<file path="config.mk">
export PLATFORM = sky130hd
export DESIGN_NAME = tmp_meas_sched
export DESIGN_NICKNAME = d
export VERILOG_FILES = /design/src/rtl/tmp_meas_sched.sv
export SDC_FILE = /design/constraint.sdc
export NUM_CORES = 1
export LEC_CHECK = 0
export ABC_AREA = 1
export BUFFER_PORTS_ARGS = -buffer_cell sky130_fd_sc_hd__buf_2
export CORE_MARGIN = 4
export CORE_UTILIZATION = 55
export DETAILED_ROUTE_END_ITERATION = 7
export PLACE_DENSITY = 0.74
export SETUP_SLACK_MARGIN = 0.5
export SLEW_MARGIN = 20
export SYNTH_ARGS = -nofsm -noshare
export SYNTH_HDL_FRONTEND = slang
export SYNTH_SLANG_ARGS = --single-unit
</file>
<file path="constraint.sdc">
create_clock -name clk -period 2.2 [get_ports clk]
set_input_delay 0.22 -clock clk [delete_from_list [all_inputs] [get_ports clk]]
set_output_delay 0.22 -clock clk [all_outputs]
set_load 0.005 [all_outputs]
</file>
<file path="src/rtl/tmp_meas_sched.sv">
// -----------------------------------------------------------------------------
// tmp_meas_sched
//   Measurement scheduler for the switched-capacitor temperature-sensor core.
//   On a start request it pulses the core reset, waits for the core to settle,
//   counts conversion-complete strobes over 2^AVG_LOG2 windows of WIN_CYC
//   cycles, and hands the truncated average to the host over valid/ready.
//   A window with no strobes flags err and abandons the measurement.
//
// Ports
//   clk         system clock
//   reset       synchronous, active-high reset
//   start       one-cycle measurement request (honoured in IDLE only)
//   cont        continuous mode, sampled when a result is accepted
//   evt         conversion-complete level from the core (rising edge = event)
//   sens_rst    holds the sensor core controller in reset
//   busy        high whenever not IDLE
//   data        averaged window count
//   data_valid  result available
//   data_ready  host accepts the result
//   err         sticky: some window ended with zero events
//   data_min    (TMP_MEAS_MINMAX_EN only) smallest window count of the result
//   data_max    (TMP_MEAS_MINMAX_EN only) largest window count of the result
//
// Build option
//   TMP_MEAS_MINMAX_EN  adds the data_min/data_max ports and their trackers.
// -----------------------------------------------------------------------------
module tmp_meas_sched #(
  parameter int CNT_W      = 16,
  parameter int WIN_CYC    = 4096,
  parameter int SETTLE_CYC = 64,
  parameter int AVG_LOG2   = 2
) (
  input  logic             clk,
  input  logic             reset,
  input  logic             start,
  input  logic             cont,
  input  logic             evt,
  output logic             sens_rst,
  output logic             busy,
  output logic [CNT_W-1:0] data,
  output logic             data_valid,
  input  logic             data_ready,
  output logic             err
`ifdef TMP_MEAS_MINMAX_EN
  ,
  output logic [CNT_W-1:0] data_min,
  output logic [CNT_W-1:0] data_max
`endif
);

  // One shared phase timer serves CORE_RST, SETTLE and WINDOW.
  localparam int TMR_MAX = (WIN_CYC > SETTLE_CYC) ? WIN_CYC : SETTLE_CYC;
  localparam int TMR_W   = $clog2(TMR_MAX + 1);
  localparam int IDX_W   = (AVG_LOG2 > 0) ? AVG_LOG2 : 1;
  localparam int ACC_W   = CNT_W + AVG_LOG2;

  localparam logic [TMR_W-1:0] CRST_LAST   = TMR_W'(1);
  localparam logic [TMR_W-1:0] SETTLE_LAST = TMR_W'(SETTLE_CYC - 1);
  localparam logic [TMR_W-1:0] WIN_LAST    = TMR_W'(WIN_CYC - 1);
  localparam logic [IDX_W-1:0] LAST_IDX    = IDX_W'((1 << AVG_LOG2) - 1);
  localparam logic [CNT_W-1:0] CNT_MAX     = {CNT_W{1'b1}};

  typedef enum logic [2:0] {
    S_IDLE, S_CORE_RST, S_SETTLE, S_WINDOW, S_ACCUM, S_PRESENT
  } state_t;

  state_t             state_q, state_d;
  logic [TMR_W-1:0]   tmr_q, tmr_d;
  logic [CNT_W-1:0]   cnt_q, cnt_d;
  logic [IDX_W-1:0]   idx_q, idx_d;
  logic [ACC_W-1:0]   acc_q, acc_d;
  logic [CNT_W-1:0]   data_q, data_d;
  logic               err_q, err_d;
  logic               evt_prev_q, evt_prev_d;
  logic               evt_edge;
  logic [ACC_W-1:0]   acc_sum;
`ifdef TMP_MEAS_MINMAX_EN
  logic [CNT_W-1:0]   min_trk_q, min_trk_d, max_trk_q, max_trk_d;
  logic [CNT_W-1:0]   min_nxt, max_nxt;
  logic [CNT_W-1:0]   data_min_q, data_min_d, data_max_q, data_max_d;
`endif

  assign sens_rst   = (state_q == S_IDLE) || (state_q == S_CORE_RST);
  assign busy       = (state_q != S_IDLE);
  assign data_valid = (state_q == S_PRESENT);
  assign data       = data_q;
  assign err        = err_q;
`ifdef TMP_MEAS_MINMAX_EN
  assign data_min   = data_min_q;
  assign data_max   = data_max_q;
`endif

  // NOTE: every signal driven here gets its default first, so no path through
  // the case statement can leave one unassigned and infer a latch.
  always_comb begin
    state_d    = state_q;
    tmr_d      = tmr_q;
    cnt_d      = cnt_q;
    idx_d      = idx_q;
    acc_d      = acc_q;
    data_d     = data_q;
    err_d      = err_q;
    evt_prev_d = evt;
    evt_edge   = evt & ~evt_prev_q;
    acc_sum    = acc_q + ACC_W'(cnt_q);
`ifdef TMP_MEAS_MINMAX_EN
    min_trk_d  = min_trk_q;
    max_trk_d  = max_trk_q;
    data_min_d = data_min_q;
    data_max_d = data_max_q;
    min_nxt    = (cnt_q < min_trk_q) ? cnt_q : min_trk_q;
    max_nxt    = (cnt_q > max_trk_q) ? cnt_q : max_trk_q;
`endif

    unique case (state_q)
      S_IDLE: begin
        if (start) begin
          err_d   = 1'b0;
          acc_d   = '0;
          idx_d   = '0;
          tmr_d   = '0;
`ifdef TMP_MEAS_MINMAX_EN
          min_trk_d = CNT_MAX;
          max_trk_d = '0;
`endif
          state_d = S_CORE_RST;
        end
      end

      S_CORE_RST: begin
        if (tmr_q == CRST_LAST) begin
          tmr_d   = '0;
          state_d = S_SETTLE;
        end else begin
          tmr_d = tmr_q + TMR_W'(1);
        end
      end

      // Edges are deliberately ignored while the core settles.
      S_SETTLE: begin
        if (tmr_q == SETTLE_LAST) begin
          tmr_d   = '0;
          cnt_d   = '0;
          state_d = S_WINDOW;
        end else begin
          tmr_d = tmr_q + TMR_W'(1);
        end
      end

      // The edge of the final window cycle still lands in cnt_q before ACCUM.
      S_WINDOW: begin
        if (evt_edge && (cnt_q != CNT_MAX)) cnt_d = cnt_q + CNT_W'(1);
        if (tmr_q == WIN_LAST) begin
          tmr_d   = '0;
          state_d = S_ACCUM;
        end else begin
          tmr_d = tmr_q + TMR_W'(1);
        end
      end

      S_ACCUM: begin
        if (cnt_q == '0) begin
          err_d   = 1'b1;
          state_d = S_IDLE;
        end else begin
          acc_d = acc_sum;
`ifdef TMP_MEAS_MINMAX_EN
          min_trk_d = min_nxt;
          max_trk_d = max_nxt;
`endif
          if (idx_q == LAST_IDX) begin
            data_d  = CNT_W'(acc_sum >> AVG_LOG2);
`ifdef TMP_MEAS_MINMAX_EN
            data_min_d = min_nxt;
            data_max_d = max_nxt;
`endif
            state_d = S_PRESENT;
          end else begin
            idx_d   = idx_q + IDX_W'(1);
            cnt_d   = '0;
            state_d = S_WINDOW;
          end
        end
      end

      S_PRESENT: begin
        if (data_ready) begin
          if (cont) begin
            acc_d   = '0;
            idx_d   = '0;
            tmr_d   = '0;
`ifdef TMP_MEAS_MINMAX_EN
            min_trk_d = CNT_MAX;
            max_trk_d = '0;
`endif
            state_d = S_CORE_RST;
          end else begin
            state_d = S_IDLE;
          end
        end
      end

      default: state_d = S_IDLE;
    endcase
  end

  // NOTE: state registers use non-blocking assignments so every flop samples
  // the pre-edge value of every other flop, independent of statement order.
  always_ff @(posedge clk) begin
    if (reset) begin
      state_q    <= S_IDLE;
      tmr_q      <= '0;
      cnt_q      <= '0;
      idx_q      <= '0;
      acc_q      <= '0;
      data_q     <= '0;
      err_q      <= 1'b0;
      evt_prev_q <= 1'b0;
`ifdef TMP_MEAS_MINMAX_EN
      min_trk_q  <= CNT_MAX;
      max_trk_q  <= '0;
      data_min_q <= '0;
      data_max_q <= '0;
`endif
    end else begin
      state_q    <= state_d;
      tmr_q      <= tmr_d;
      cnt_q      <= cnt_d;
      idx_q      <= idx_d;
      acc_q      <= acc_d;
      data_q     <= data_d;
      err_q      <= err_d;
      evt_prev_q <= evt_prev_d;
`ifdef TMP_MEAS_MINMAX_EN
      min_trk_q  <= min_trk_d;
      max_trk_q  <= max_trk_d;
      data_min_q <= data_min_d;
      data_max_q <= data_max_d;
`endif
    end
  end

endmodule

</file>
==> results.cfg, run 1 <==
[synth]
synth_area_per_cell_um2 = 6.55
ys_seq_area_frac = 0.304
dominantRegCellSynth = dfxtp_1
synth_edf_count = 0
ys.warnings.count = 0
yosys_register_bits = 70
yosysTopAreaCell = dfxtp_1
syn_inst = 704
synth_cell_type_count = 42
yosysTopAreaCellShare = 0.304
async_flop_share = 0
syn_area_um2 = 4610
yosys-top-cells-area = dfxtp_1 30%, nand2_1 16%, nor2_1 7.7%
synth_fp_nets = 732

[pwr]
pwr-share-clk = 0.302
powerDensity_nw_per_um2 = 664
internal-power_mw = 2.67
swShare = 0.373
leakagePower_nw = 2.61
switchingPower_mw = 1.58
p_seq_frac = 0.335
total_power_mw = 4.25
comb_power_share = 0.362
irDropWorstVdd_mv = 0.652

[sta]
slew_headroom = 0.409
post-route-period-util = 0.862
finalClockSkew_ns = 0.0148
finalHoldViolations = 0
fin_crit_ns = 1.90
fmax_mhz = 527
setup_violations = 0
rsz0062_at_grt = yes
slew_violations = 0
worst_slew_pin_slew_ns = 0.885
timing.setup.tns_ns = 0

[cts]
clock-sinks = 70
cts_tree = done
clk_latency_ns = 0.37
hold_buffers = 0
clk_pin_slew_ns = 0.09
htreeDepth = 3
cts_buffer_depth = 2
cts_made_buffers = 9
root_buffer = clkbuf_8

[floorplanning]
core_um2 = 8180
start_util = 0.564
boundaryPins = 26
dieWidth_um = 99.5
die_y_um = 99.5
fp-row-count = 33
die_area_um2 = 9910

[global_routing]
overflow = 0
grt_max_degree = 40
antenna_found_initial = 0
track_usage = 0.262
grt_pass1_vias = 4516
grt_pass1_wl_um = 21200

[route]
drt_iter0_markers = 484
avgViaCountPerCell = 6.03
drt-pass1-iter-count = 7
via_count = 5380
post-route-drc-count = 0
ant_nets = 0
wl_per_cell_um = 18.1
wl_um = 16200

[critical_path]
worstPathRequired_ns = 2.47
cp.arrival_ns = 2.17
cp_max_fo = 4
reg2reg_setup_slack_ns = 0.30
crit_path_end_kind = register
crit_type = reg2reg
crit_path_start_kind = register

[cells_and_area]
multiInputGateArea_um2 = 3590
fin_nets = 811
final_cell_mix = 158 x nand2_1, 79 x nor2_1, 66 x inv_1, 48 x dfxtp_1, 43 x buf_4
seq_area_um2 = 1460
drive_gt1_frac = 0.357
final_cells = 892
postLayoutCoreUtil = 0.783
final_cell_area_um2 = 6400
nFillCells = 528
layout_commonest_cell = nand2_1
syn2layout_area_growth_pct = 38.9
antenna_cells = 0

[place]
dpl.hpwl_um = 8120
dp_cells = 825
dpl_cell_area_um2 = 4820
port_buffers = 25
finalWeightedCongestion = 0.948

[status]
outcome = complete, no violations

[job]
cap_viol_max_count = 0

[min_path]
hold_class = in2reg
==> power by group through the flow <==
stage / logic [mW] / registers (mW) / clock network, mW
global placement: 0.804 / 1.41 / 0
CTS: 0.981 / 1.40 / 1.29
finish: 1.54 / 1.43 / 1.29
detailed placement: 0.816 / 1.42 / 0
global route: 1.62 / 1.43 / 1.33
floorplan: 0.730 / 1.37 / 0
==> layout make-up <==
class,count,share of cell area
repair buffers,81,0.105
clock inverters,6,0.0174
clock buffers,9,0.0194
well taps,105,0.0205
inverters,77,0.0483
multi-input cells,544,0.560
flip-flops and latches,70,0.229
==> state kept, by name, summed over array words and instances (netlist names) <==
name and cells:
evt_prev_q 1, state_q 3, acc_q 18, cnt_q 16, data 16, tmr_q 13, err 1, idx_q 2
==> metrics by stage <==
step	worst slack, ns	hold slack (ns)
floorplan	0.513	0.345
global placement	0.301	0.436
detailed placement	0.251	0.448
CTS	0.447	0.0811
global route	0.260	0.111
finish	0.303	0.0868
==> routing by layer <==
metal / global-route usage / vias to the layer above / wire length [µm]
met2: 0.444 / 317 / 7560
met5: 0 / - / 0
met4: 0.0798 / 0 / 944
met1: 0.341 / 2513 / 6270
met3: 0.0456 / 93 / 1410
li1: - / 2457 / -
==> worst max-delay path, stage by stage, from the launching register on <==
cell and delay [ns]:
dfxtp_4 0.37, ha_4 0.17, fa_2 0.43, nand3_2 0.11, nand2_4 0.08, nand2_4 0.08
nand2_4 0.07, nand2_2 0.08, nand2_1 0.05, nand2_1 0.08, nand2_1 0.10, o21ai_1 0.14
inv_1 0.05
==> repair_timing <==
| action | in CTS | in global routing |
|---|---|---|
| buffers inserted | 9 | 35 |
| setup endpoints to repair | 66 | 67 |
| cloned | 2 | 6 |
| resized for setup | 58 | 158 |
| pin swaps | 14 | 50 |
==> worst paths after layout <==
path | end | startpoint | cells after the start
max reg2reg | data[10] | cnt_q[0] | 12
max | data[10] | cnt_q[0] | 12
min reg2reg | err | err | 2
min | evt_prev_q | evt | 3
==> cells in the mapped netlist, types with 3 or more instances <==
library cell and count:
nor2_4 6, ha_1 21, nor2_1 94, buf_4 3, a21oi_2 3, inv_1 68
nand2_1 191, o21ai_1 5, a21oi_1 55, nor2_2 3, clkbuf_1 6, nand3_1 44
dfxtp_1 70, nand4_1 16, xor2_1 13, o21bai_1 3, buf_6 5, o21a_1 9
nor3_1 15, inv_2 8, nand3_2 3, nand3_4 3, nand2_2 8, o21ai_0 26
==> kinds of logic (layout without fill, tap and decap cells) <==
family                   count (synthesis)  after routing  share of synthesized area
AO/OA/AOI/OAI                          108            108                      0.135
AND/OR/NAND/NOR                        394            399                      0.383
flip-flops                              70             70                      0.304
buffers and inverters                   95            173                     0.0885
adder cells (fa/ha/maj)                 22             22                     0.0613
XOR/XNOR                                15             15                     0.0285
Power figures use the tool's default switching activity.
==> run 2, diff against run 1 <==
--- a/config.mk
+++ b/config.mk
@@ -5,7 +5,6 @@
 export SDC_FILE = /design/constraint.sdc
 export NUM_CORES = 1
 export LEC_CHECK = 0
-export ABC_AREA = 1
 export BUFFER_PORTS_ARGS = -buffer_cell sky130_fd_sc_hd__buf_2
 export CORE_MARGIN = 4
 export CORE_UTILIZATION = 55
==> constraint.sdc (replaced) <==
create_clock -name clk -period 2.5 [get_ports clk]
set_input_delay 0.25 -clock clk [delete_from_list [all_inputs] [get_ports clk]]
set_output_delay 0.25 -clock clk [all_outputs]
set_load 0.005 [all_outputs]
==> results.cfg, run 2 <==
[cts]
clk_pin_slew_ns = 0.08
cts_tree = done
htreeDepth = 3
cts_buffer_depth = 2
clock-sinks = 70
hold_buffers = 0
cts_made_buffers = 9
root_buffer = clkbuf_8
clk_latency_ns = 0.35

[floorplanning]
boundaryPins = 26
core_um2 = 6870
start_util = 0.575
die_y_um = 92.7
fp-row-count = 30
die_area_um2 = 8600
dieWidth_um = 92.7

[cells_and_area]
seq_area_um2 = 1440
final_cells = 634
drive_gt1_frac = 0.309
layout_commonest_cell = dfxtp_1
largest-register = acc_q
final_cell_mix = 52 x dfxtp_1, 46 x nand2_1, 42 x buf_4, 41 x nor2_1, 30 x a21oi_1
antenna_cells = 0
postLayoutCoreUtil = 0.752
syn2layout_area_growth_pct = 30.8
largest_register_ffs = 18
fin_nets = 561
multiInputGateArea_um2 = 2850
final_cell_area_um2 = 5160
nFillCells = 496

[critical_path]
cp.arrival_ns = 2.71
cp_max_fo = 7
crit_path_end_kind = register
worstPathRequired_ns = 2.80
reg2reg_setup_slack_ns = 0.09
crit_path_start_kind = register
crit_type = reg2reg

[route]
avgViaCountPerCell = 6.22
via_count = 3942
drt-pass1-iter-count = 4
wl_per_cell_um = 18.4
ant_nets = 0
post-route-drc-count = 0
drt_iter0_markers = 262
wl_um = 11700

[synth]
syn_area_um2 = 3950
synthTopCellsByCount = 70 x dfxtp_1, 47 x nand2_1, 42 x nor2_1
ys_seq_area_frac = 0.355
yosys-top-cells-area = dfxtp_1 35%, ha_1 6.7%, a21oi_1 4.6%
synth_area_per_cell_um2 = 8.31
syn_inst = 475
ys.warnings.count = 0
synth_cell_type_count = 59
synth_fp_nets = 503
synth_most_common_cell = dfxtp_1
dominantRegCellSynth = dfxtp_1
yosysTopAreaCellShare = 0.355
synth_edf_count = 0
async_flop_share = 0
yosys_register_bits = 70
yosysTopAreaCell = dfxtp_1

[sta]
fin_crit_ns = 2.41
post-route-period-util = 0.963
finalClockSkew_ns = 0.0103
finalHoldViolations = 0
holdWs_ns = 0.118
slew_violations = 0
fmax_mhz = 416
slew_headroom = 0.605
rsz0062_at_grt = yes
setup_ws_ns = 0.0934
worst_slew_pin_slew_ns = 0.593
timing.setup.tns_ns = 0
setup_violations = 0

[status]
outcome = complete, no violations

[global_routing]
antenna_found_initial = 0
grt_pass1_wl_um = 18000
overflow = 0
track_usage = 0.263
grt_pass1_vias = 3777
grt_max_degree = 24

[min_path]
hold_class = in2reg

[place]
dp_cells = 590
dpl.hpwl_um = 7310
dpl_cell_area_um2 = 4340
port_buffers = 25
finalWeightedCongestion = 0.892
pre_cts_ws_ns = 0.180

[pwr]
irDropWorstVdd_mv = 0.415
leakagePower_nw = 2.07
powerDensity_nw_per_um2 = 564
total_power_mw = 2.91

[job]
cap_viol_max_count = 0
## run 2: cell types whose count changed after synthesis, sizes merged, moves of 17 or more
cell   change
inv       -64
nand2    -153
nand3     -32
o21ai     -17
nor2      -61
a21oi     -22
## run 2: worst max-delay path: stages, from the launching register on
cell and delay (ns):
dfxtp_1 0.39, nor4_1 0.52, and4_4 0.36, nor3b_4 0.10, or3_4 0.41, or4_1 0.50
nand2_1 0.07
## run 2: where the power goes
part | total [mW] | leakage [nW] | switching, mW | internal [mW]
Sequential | 1.22 | 0.575 | 0.0697 | 1.15
Combinational | 0.657 | 1.38 | 0.349 | 0.308
Clock | 1.04 | 0.114 | 0.472 | 0.565
## run 2: repair_timing
| action | in CTS | in global routing |
|---|---|---|
| cloned | 0 | 0 |
| setup endpoints to repair | 53 | 64 |
| gates resized for setup | 37 | 48 |
| pin swaps | 18 | 22 |
| buffers inserted | 12 | 16 |
## run 2: layer usage
metal  part of all wire  track usage  vias up  wire (µm)
met5                  0            0        -          0
met4              0.038        0.137        0        446
met3              0.052       0.0390       36        605
met2               0.52        0.463      142       6020
met1               0.39        0.307     1897       4600
li1                   -            -     1867          -
## run 2: cell families (layout without fill, tap and decap cells)
logic type,Yosys count,after routing,share of synthesized area
simple gates,191,191,0.255
compound gates,126,126,0.217
flops,70,70,0.355
buf+inv,36,99,0.0349
xor+xnor,29,29,0.0643
fa+ha+maj,22,22,0.0716
mux,1,1,0.00285
## run 2: path summary, 6_finish.rpt
path | start | to | cells past startpoint
min | evt | evt_prev_q | 2
min reg2reg | data[2] | data[2] | 2
max reg2reg | cnt_q[15] | cnt_q[6] | 6
max | cnt_q[15] | cnt_q[6] | 6
## run 2: cell type report
type,count,share of cell area
Timing Repair Buffer,71,0.0957
Clock inverter,7,0.0187
Inverter,12,0.00872
Sequential cell,70,0.279
Tap cell,96,0.0233
Clock buffer,9,0.0240
Multi-Input combinational cell,369,0.551
